File: config.mk
export PLATFORM = sky130hd
export DESIGN_NAME = fft8_stream_ctrl
export DESIGN_NICKNAME = d
export VERILOG_FILES = /design/src/rtl/fft8_pkg.sv /design/src/rtl/fft8_frame_buf.sv /design/src/rtl/fft8_stream_ctrl.sv
export SDC_FILE = /design/constraint.sdc
export NUM_CORES = 1
export LEC_CHECK = 0
export BUFFER_PORTS_ARGS = -buffer_cell sky130_fd_sc_hd__buf_4
export CORE_ASPECT_RATIO = 1.4
export CORE_MARGIN = 4
export CORE_UTILIZATION = 40
export CTS_BUF_LIST = sky130_fd_sc_hd__clkbuf_8 sky130_fd_sc_hd__clkbuf_16
export CTS_CLUSTER_DIAMETER = 60
export DETAILED_ROUTE_END_ITERATION = 7
export HOLD_SLACK_MARGIN = 0.1
export PLACE_DENSITY = 0.62
export SYNTH_ARGS = -nofsm -noshare
export SYNTH_HDL_FRONTEND = slang
export SYNTH_SLANG_ARGS = --single-unit
File: constraint.sdc
create_clock -name clk -period 3.9 [get_ports clk]
set_input_delay 0.39 -clock clk [delete_from_list [all_inputs] [get_ports clk]]
set_output_delay 0.39 -clock clk [all_outputs]
set_load 0.05 [all_outputs]
File: src/rtl/fft8_pkg.sv
// Shared definitions for the fft8 streaming controller: FSM states, frame
// geometry and the default watchdog limit.
package fft8_pkg;

  typedef enum logic [2:0] {
    FILL    = 3'd0,
    WRITE   = 3'd1,
    WAIT    = 3'd2,
    CAPTURE = 3'd3,
    CRST    = 3'd4
  } fft8_state_e;

  localparam int FFT8_N           = 8;
  localparam int FFT8_TMO_CYC_DEF = 16;

  // One packed sample is {imag, real}; real sits in the low half.
  function automatic int fft8_stride(input int data_w);
    return 2 * data_w;
  endfunction

endpackage

File: src/rtl/fft8_frame_buf.sv
// Eight-entry sample buffer: serial write by index or whole-frame parallel
// load, with the full frame always visible on the parallel output.
module fft8_frame_buf
  import fft8_pkg::*;
#(
  parameter int DATA_W = 16
) (
  input  logic                    clk,
  input  logic                    rst,
  input  logic                    wr_en,
  input  logic [2:0]              wr_idx,
  input  logic [2*DATA_W-1:0]     wr_data,
  input  logic                    ld_en,
  input  logic [8*2*DATA_W-1:0]   ld_frame,
  output logic [8*2*DATA_W-1:0]   frame
);

  localparam int SW = fft8_stride(DATA_W);

  logic [SW-1:0] mem_q [FFT8_N];
  logic [SW-1:0] mem_d [FFT8_N];

  // A parallel load wins over a serial write; the controller never issues both.
  always_comb begin
    for (int k = 0; k < FFT8_N; k++) begin
      mem_d[k] = mem_q[k];
      if (ld_en) begin
        mem_d[k] = ld_frame[k*SW +: SW];
      end else if (wr_en && (wr_idx == 3'(k))) begin
        mem_d[k] = wr_data;
      end
    end
  end

  always_ff @(posedge clk or negedge rst) begin
    if (!rst) begin
      for (int k = 0; k < FFT8_N; k++) mem_q[k] <= '0;
    end else begin
      for (int k = 0; k < FFT8_N; k++) mem_q[k] <= mem_d[k];
    end
  end

  always_comb begin
    frame = '0;
    for (int k = 0; k < FFT8_N; k++) frame[k*SW +: SW] = mem_q[k];
  end

endmodule

File: src/rtl/fft8_stream_ctrl.sv
// Streams 8 samples into an fft8 core and 8 bins back out, overlapping the next
// fill with the current drain. Watchdog on core completion: FFT8_CTRL_WATCHDOG_EN.
module fft8_stream_ctrl
  import fft8_pkg::*;
#(
  parameter int DATA_W  = 16,
  parameter int TMO_CYC = FFT8_TMO_CYC_DEF
) (
  input  logic                  clk,
  input  logic                  rst,
  input  logic                  in_valid,
  output logic                  in_ready,
  input  logic [DATA_W-1:0]     in_re,
  input  logic [DATA_W-1:0]     in_im,
  output logic                  out_valid,
  input  logic                  out_ready,
  output logic [DATA_W-1:0]     out_re,
  output logic [DATA_W-1:0]     out_im,
  output logic                  out_last,
  output logic                  core_rst_n,
  output logic                  core_write,
  output logic                  core_start,
  input  logic                  core_ready,
  output logic [8*2*DATA_W-1:0] core_x,
  input  logic [8*2*DATA_W-1:0] core_y,
  output logic                  busy,
  output logic                  frame_done,
  output logic                  err,
  output fft8_state_e           dbg_state
);

  localparam int SW = fft8_stride(DATA_W);

  // Handshakes: a beat moves on the rising edge where valid && ready are both
  // high; valid never waits on ready, and data is held until the beat moves.
  fft8_state_e state_q, state_d;
  logic [2:0] in_cnt_q, in_cnt_d, out_cnt_q, out_cnt_d;
  logic out_full_q, out_full_d;
  logic in_ready_q, core_write_q, core_start_q, core_rst_n_q, busy_q, frame_done_q;
  logic in_fire, out_fire, cap_load, wd_tmo;
  logic [8*2*DATA_W-1:0] out_frame;

  assign in_fire  = in_valid && in_ready_q;
  assign out_fire = out_full_q && out_ready;

`ifdef FFT8_CTRL_WATCHDOG_EN
  localparam int WD_W = $clog2(TMO_CYC + 1);
  logic [WD_W-1:0] wd_q, wd_d;
  logic err_q, err_d;

  always_comb begin
    wd_d   = (state_q == WAIT) ? wd_q + 1'b1 : '0;
    wd_tmo = (state_q == WAIT) && !core_ready && (wd_q == WD_W'(TMO_CYC - 1));
    err_d  = err_q | wd_tmo;
  end

  always_ff @(posedge clk or negedge rst) begin
    if (!rst) begin
      wd_q  <= '0;
      err_q <= 1'b0;
    end else begin
      wd_q  <= wd_d;
      err_q <= err_d;
    end
  end

  assign err = err_q;
`else
  assign wd_tmo = 1'b0;
  assign err    = 1'b0;
`endif

  always_comb begin
    state_d    = state_q;
    in_cnt_d   = in_cnt_q;
    out_cnt_d  = out_cnt_q;
    out_full_d = out_full_q;
    cap_load   = 1'b0;
    if (in_fire) in_cnt_d = in_cnt_q + 3'd1;
    if (out_fire) begin
      out_cnt_d = out_cnt_q + 3'd1;
      if (out_cnt_q == 3'd7) out_full_d = 1'b0;
    end
    case (state_q)
      FILL:    if (in_fire && (in_cnt_q == 3'd7)) state_d = WRITE;
      WRITE:   state_d = WAIT;
      WAIT: begin
        if (core_ready)  state_d = CAPTURE;
        else if (wd_tmo) state_d = CRST;
      end
      // Load only into an empty output buffer; a full one stalls the core frame here.
      CAPTURE: if (!out_full_q) begin
        cap_load   = 1'b1;
        out_full_d = 1'b1;
        state_d    = CRST;
      end
      CRST:    state_d = FILL;
      default: state_d = FILL;
    endcase
  end

  always_ff @(posedge clk or negedge rst) begin
    if (!rst) begin
      state_q      <= FILL;
      in_cnt_q     <= 3'd0;
      out_cnt_q    <= 3'd0;
      out_full_q   <= 1'b0;
      in_ready_q   <= 1'b0;
      core_write_q <= 1'b0;
      core_start_q <= 1'b0;
      core_rst_n_q <= 1'b0;
      busy_q       <= 1'b0;
      frame_done_q <= 1'b0;
    end else begin
      state_q      <= state_d;
      in_cnt_q     <= in_cnt_d;
      out_cnt_q    <= out_cnt_d;
      out_full_q   <= out_full_d;
      in_ready_q   <= (state_d == FILL);
      core_write_q <= (state_d == WRITE);
      core_start_q <= (state_d == WAIT);
      core_rst_n_q <= (state_d != CRST);
      busy_q       <= (state_d != FILL);
      frame_done_q <= cap_load;
    end
  end

  fft8_frame_buf #(.DATA_W(DATA_W)) u_in_buf (
    .clk      (clk),
    .rst      (rst),
    .wr_en    (in_fire),
    .wr_idx   (in_cnt_q),
    .wr_data  ({in_im, in_re}),
    .ld_en    (1'b0),
    .ld_frame ('0),
    .frame    (core_x)
  );

  fft8_frame_buf #(.DATA_W(DATA_W)) u_out_buf (
    .clk      (clk),
    .rst      (rst),
    .wr_en    (1'b0),
    .wr_idx   (3'd0),
    .wr_data  ('0),
    .ld_en    (cap_load),
    .ld_frame (core_y),
    .frame    (out_frame)
  );

  assign in_ready   = in_ready_q;
  assign core_write = core_write_q;
  assign core_start = core_start_q;
  assign core_rst_n = core_rst_n_q;
  assign busy       = busy_q;
  assign frame_done = frame_done_q;
  assign out_valid  = out_full_q;
  assign out_last   = out_full_q && (out_cnt_q == 3'd7);
  assign out_re     = out_frame[out_cnt_q*SW +: DATA_W];
  assign out_im     = out_frame[out_cnt_q*SW + DATA_W +: DATA_W];
  assign dbg_state  = state_q;

endmodule

==> metrics <==
post-synth top area share=0.607; pin count of the biggest net entering global routing=~150; Root Buffer Master=clkbuf_16; vias per cell=between 4 and 5; slew at the pin with the worst max-slew slack=1.05 ns; Clk Latency, worst-skew pair=approximately 0.61 ns; Critical Path AT=2.89 ns; Syn Std Cell Area=21,800 µm²; CTS resizes=0; status=completed; fin crit period=between 3 and 4 ns; Rel. slew slack=0.302; Yosys cell types=32; total track usage=0.231; Reg clk slew, reported paths=0.06 ns; RSZ-0062 raised after global routing=no; crit path to=out_im[12]; Total Neg Setup Slack=0 ns; leakage=14.9 nW; number of H-tree levels=2; Post-synth ARST share=1.00; Fill cells=4,117; final hold vios=0; area occupied by multi-input gates=7950 µm²; combinational share of power=0.498; P&R area growth vs syn=44.9%; Tightest Hold Check Type=in -> reg; Synth top cells by count=dfrtp_1 (528), mux2_2 (357), mux2_1 (190); CP Max Fanout=34; ranking of synthesized cells by area=dfrtp_1 (61%), mux2_2 (18%), mux2_1 (9.8%); final period utilization=0.842; core area=around 54,000 µm²; Post-Syn Nets=1,560; yosys warns=0; DRC=0; initial core utilization=0.406; clock power share=0.171; post-layout util=0.589; R2R depth=3; row count=100; cell taking the most area after synthesis=dfrtp_1; 1st-iter DRT viols=roughly 570; Max Cap Viol=0; Finished Layout Cells=just under 3,000; PortBufs=591; antenna viol nets, final=0; clk buf depth=3; Die X=205 µm; reg2reg start=out_valid$_DFF_PN0_; layout cells sized above 1=0.519; reg2reg setup slack=approximately 1.5 ns; Switch Pwr=around 13 mW; internal power=17.1 mW; Startpoint Class=flip-flop; # placed instances=2,514; crit end category=output pin; hpwl dp=about 47 mm; Post-synth EDFFs=0; first-pass GRT wire length=103 mm; CTS tree=yes; vias=14,500; DR pass1 iterations=4; maximum vdd drop=0.709 mV; fin nets=2,446; worst path required time=~3.5 ns; sw frac=0.435; DIE AREA=58,300 µm²; Setup CP Type=reg -> out; clk sink count=~530; syn avg cell area=17.3 µm²; I/O pin cnt=slightly below 600; PD cells=between 900 and 1000 nW/µm²; top-count cell post-synth=dfrtp_1; number of buffers created by CTS=53; Power Total=between 30 and 40 mW; Syn Inst Count=1,259; drt wl/cell=about 23 µm; initial antenna violation count=12; GR Overflow Total=0; Die Height=284 µm; Final Setup Violations=0; Post-CTS Setup Bufs=0; final wirelength=68.5 mm; sequential cell fraction of total power=0.331; top_reg_cell synth=dfrtp_1; Achievable Freq=0.305 GHz; gp weighted congestion=slightly below 0.8; Seq/Total Area, Yosys=0.607; Layout Skew=0.0202 ns; CP Launch Point=out_cnt_q[0]$_DFFE_PN0P_; Storage cell area=approximately 13,000 µm²; Synth Register Bits=528; vias in the first global route=16,700; Max Slew Vio Count=0; FF-to-FF End=u_out_buf.frame[255]$_DFFE_PN0P_
## placed cells by master, fill, tap and decap left out, drive strengths merged, types with 3 or more instances in the layout
cell / instances
clkbuf: 68
ha: 8
mux4: 64
nand3: 3
inv: 14
nand2: 4
dlygate4sd3: 290
buf: 616
mux2: 547
dfrtp: 528
clkinv: 15
diode: 13
bufinv: 3
nand4b: 4
nand4: 3
## routing by layer
metal	vias to the layer above	share of wire	routed length [µm]	GRT usage
met5	-	0.00019	13	0
met4	2	0.047	3220	0.0990
met3	145	0.091	6220	0.0850
met2	545	0.50	34400	0.397
met1	7434	0.36	24600	0.257
li1	6382	-	-	-
## power by group through the flow
stage	logic, mW	clock network (mW)	registers [mW]
after CTS	15.1	5.33	9.97
after global placement	14.7	0	9.92
after global routing	15.7	5.55	10.3
final	15.0	5.17	9.98
after floorplan	6.54	0	13.5
after detailed placement	14.8	0	10.0
## critical path, stage by stage, from the launching register on
cell and delay [ns]:
dfrtp_4 0.91, buf_12 0.32, mux4_2 0.55, mux2_2 0.31, buf_4 0.20
## sequential cells by signal, indices dropped and copies added, names as in the netlist
| register | flops |
|---|---|
| u_out_buf.frame | 256 |
| u_in_buf.frame | 256 |
| out_valid | 1 |
| core_start | 1 |
| in_cnt_q | 3 |
| core_write | 1 |
| frame_done | 1 |
| busy | 1 |
| in_ready | 1 |
| out_cnt_q | 3 |
| core_rst_n | 1 |
| dbg_state | 3 |
## cells by family after synthesis
family	count (synthesis)	share of synthesized area
multiplexers	612	0.350
flip-flops	528	0.607
buffers and inverters	79	0.0291
AND/OR/NAND/NOR	23	0.00684
adder cells (fa/ha/maj)	8	0.00460
AO/OA/AOI/OAI	6	0.00190
XOR/XNOR	2	0.000805
other	1	0.000172
## layout make-up
class                      count  share of cell area
clock buffer                  68              0.0486
inverter                       4            0.000476
multi-input combinational    652               0.252
tap                          714              0.0283
antenna                       13             0.00103
clock inverter                30             0.00797
sequential                   528               0.419
timing repair buffer         906               0.242
## worst min path at each step
stage	start	endpoint	slack, ns	cells past startpoint
final	in_re[9]	u_in_buf.frame[105]$_DFFE_PN0P_	0.14	2
after global routing	in_re[9]	u_in_buf.frame[169]$_DFFE_PN0P_	0.10	2
after CTS	in_re[9]	u_in_buf.frame[41]$_DFFE_PN0P_	0.10	2
after detailed placement	rst	u_out_buf.frame[55]$_DFFE_PN0P_	0.45	1
after global placement	rst	u_out_buf.frame[55]$_DFFE_PN0P_	0.45	1
after floorplan	rst	busy$_DFF_PN0_	0.09	0
## what timing repair did
item | 4_1_cts | 5_1_grt
hold buffers | 290 | 0
endpoints found under the setup margin | 0 | 0
hold endpoints to repair | 570 | 0
## stage by stage
step | area [µm²] | setup slack (ns) | hold slack [ns]
after detailed placement | 26800 | 1.19 | 0.446
after floorplan | 21800 | 1.90 | 0.0944
after global routing | 31500 | 0.428 | 0.101
after global placement | 26800 | 1.19 | 0.452
after CTS | 31500 | 0.532 | 0.101
final | 31500 | 0.616 | 0.138
Note: power is estimated with default switching activity, not from simulation.
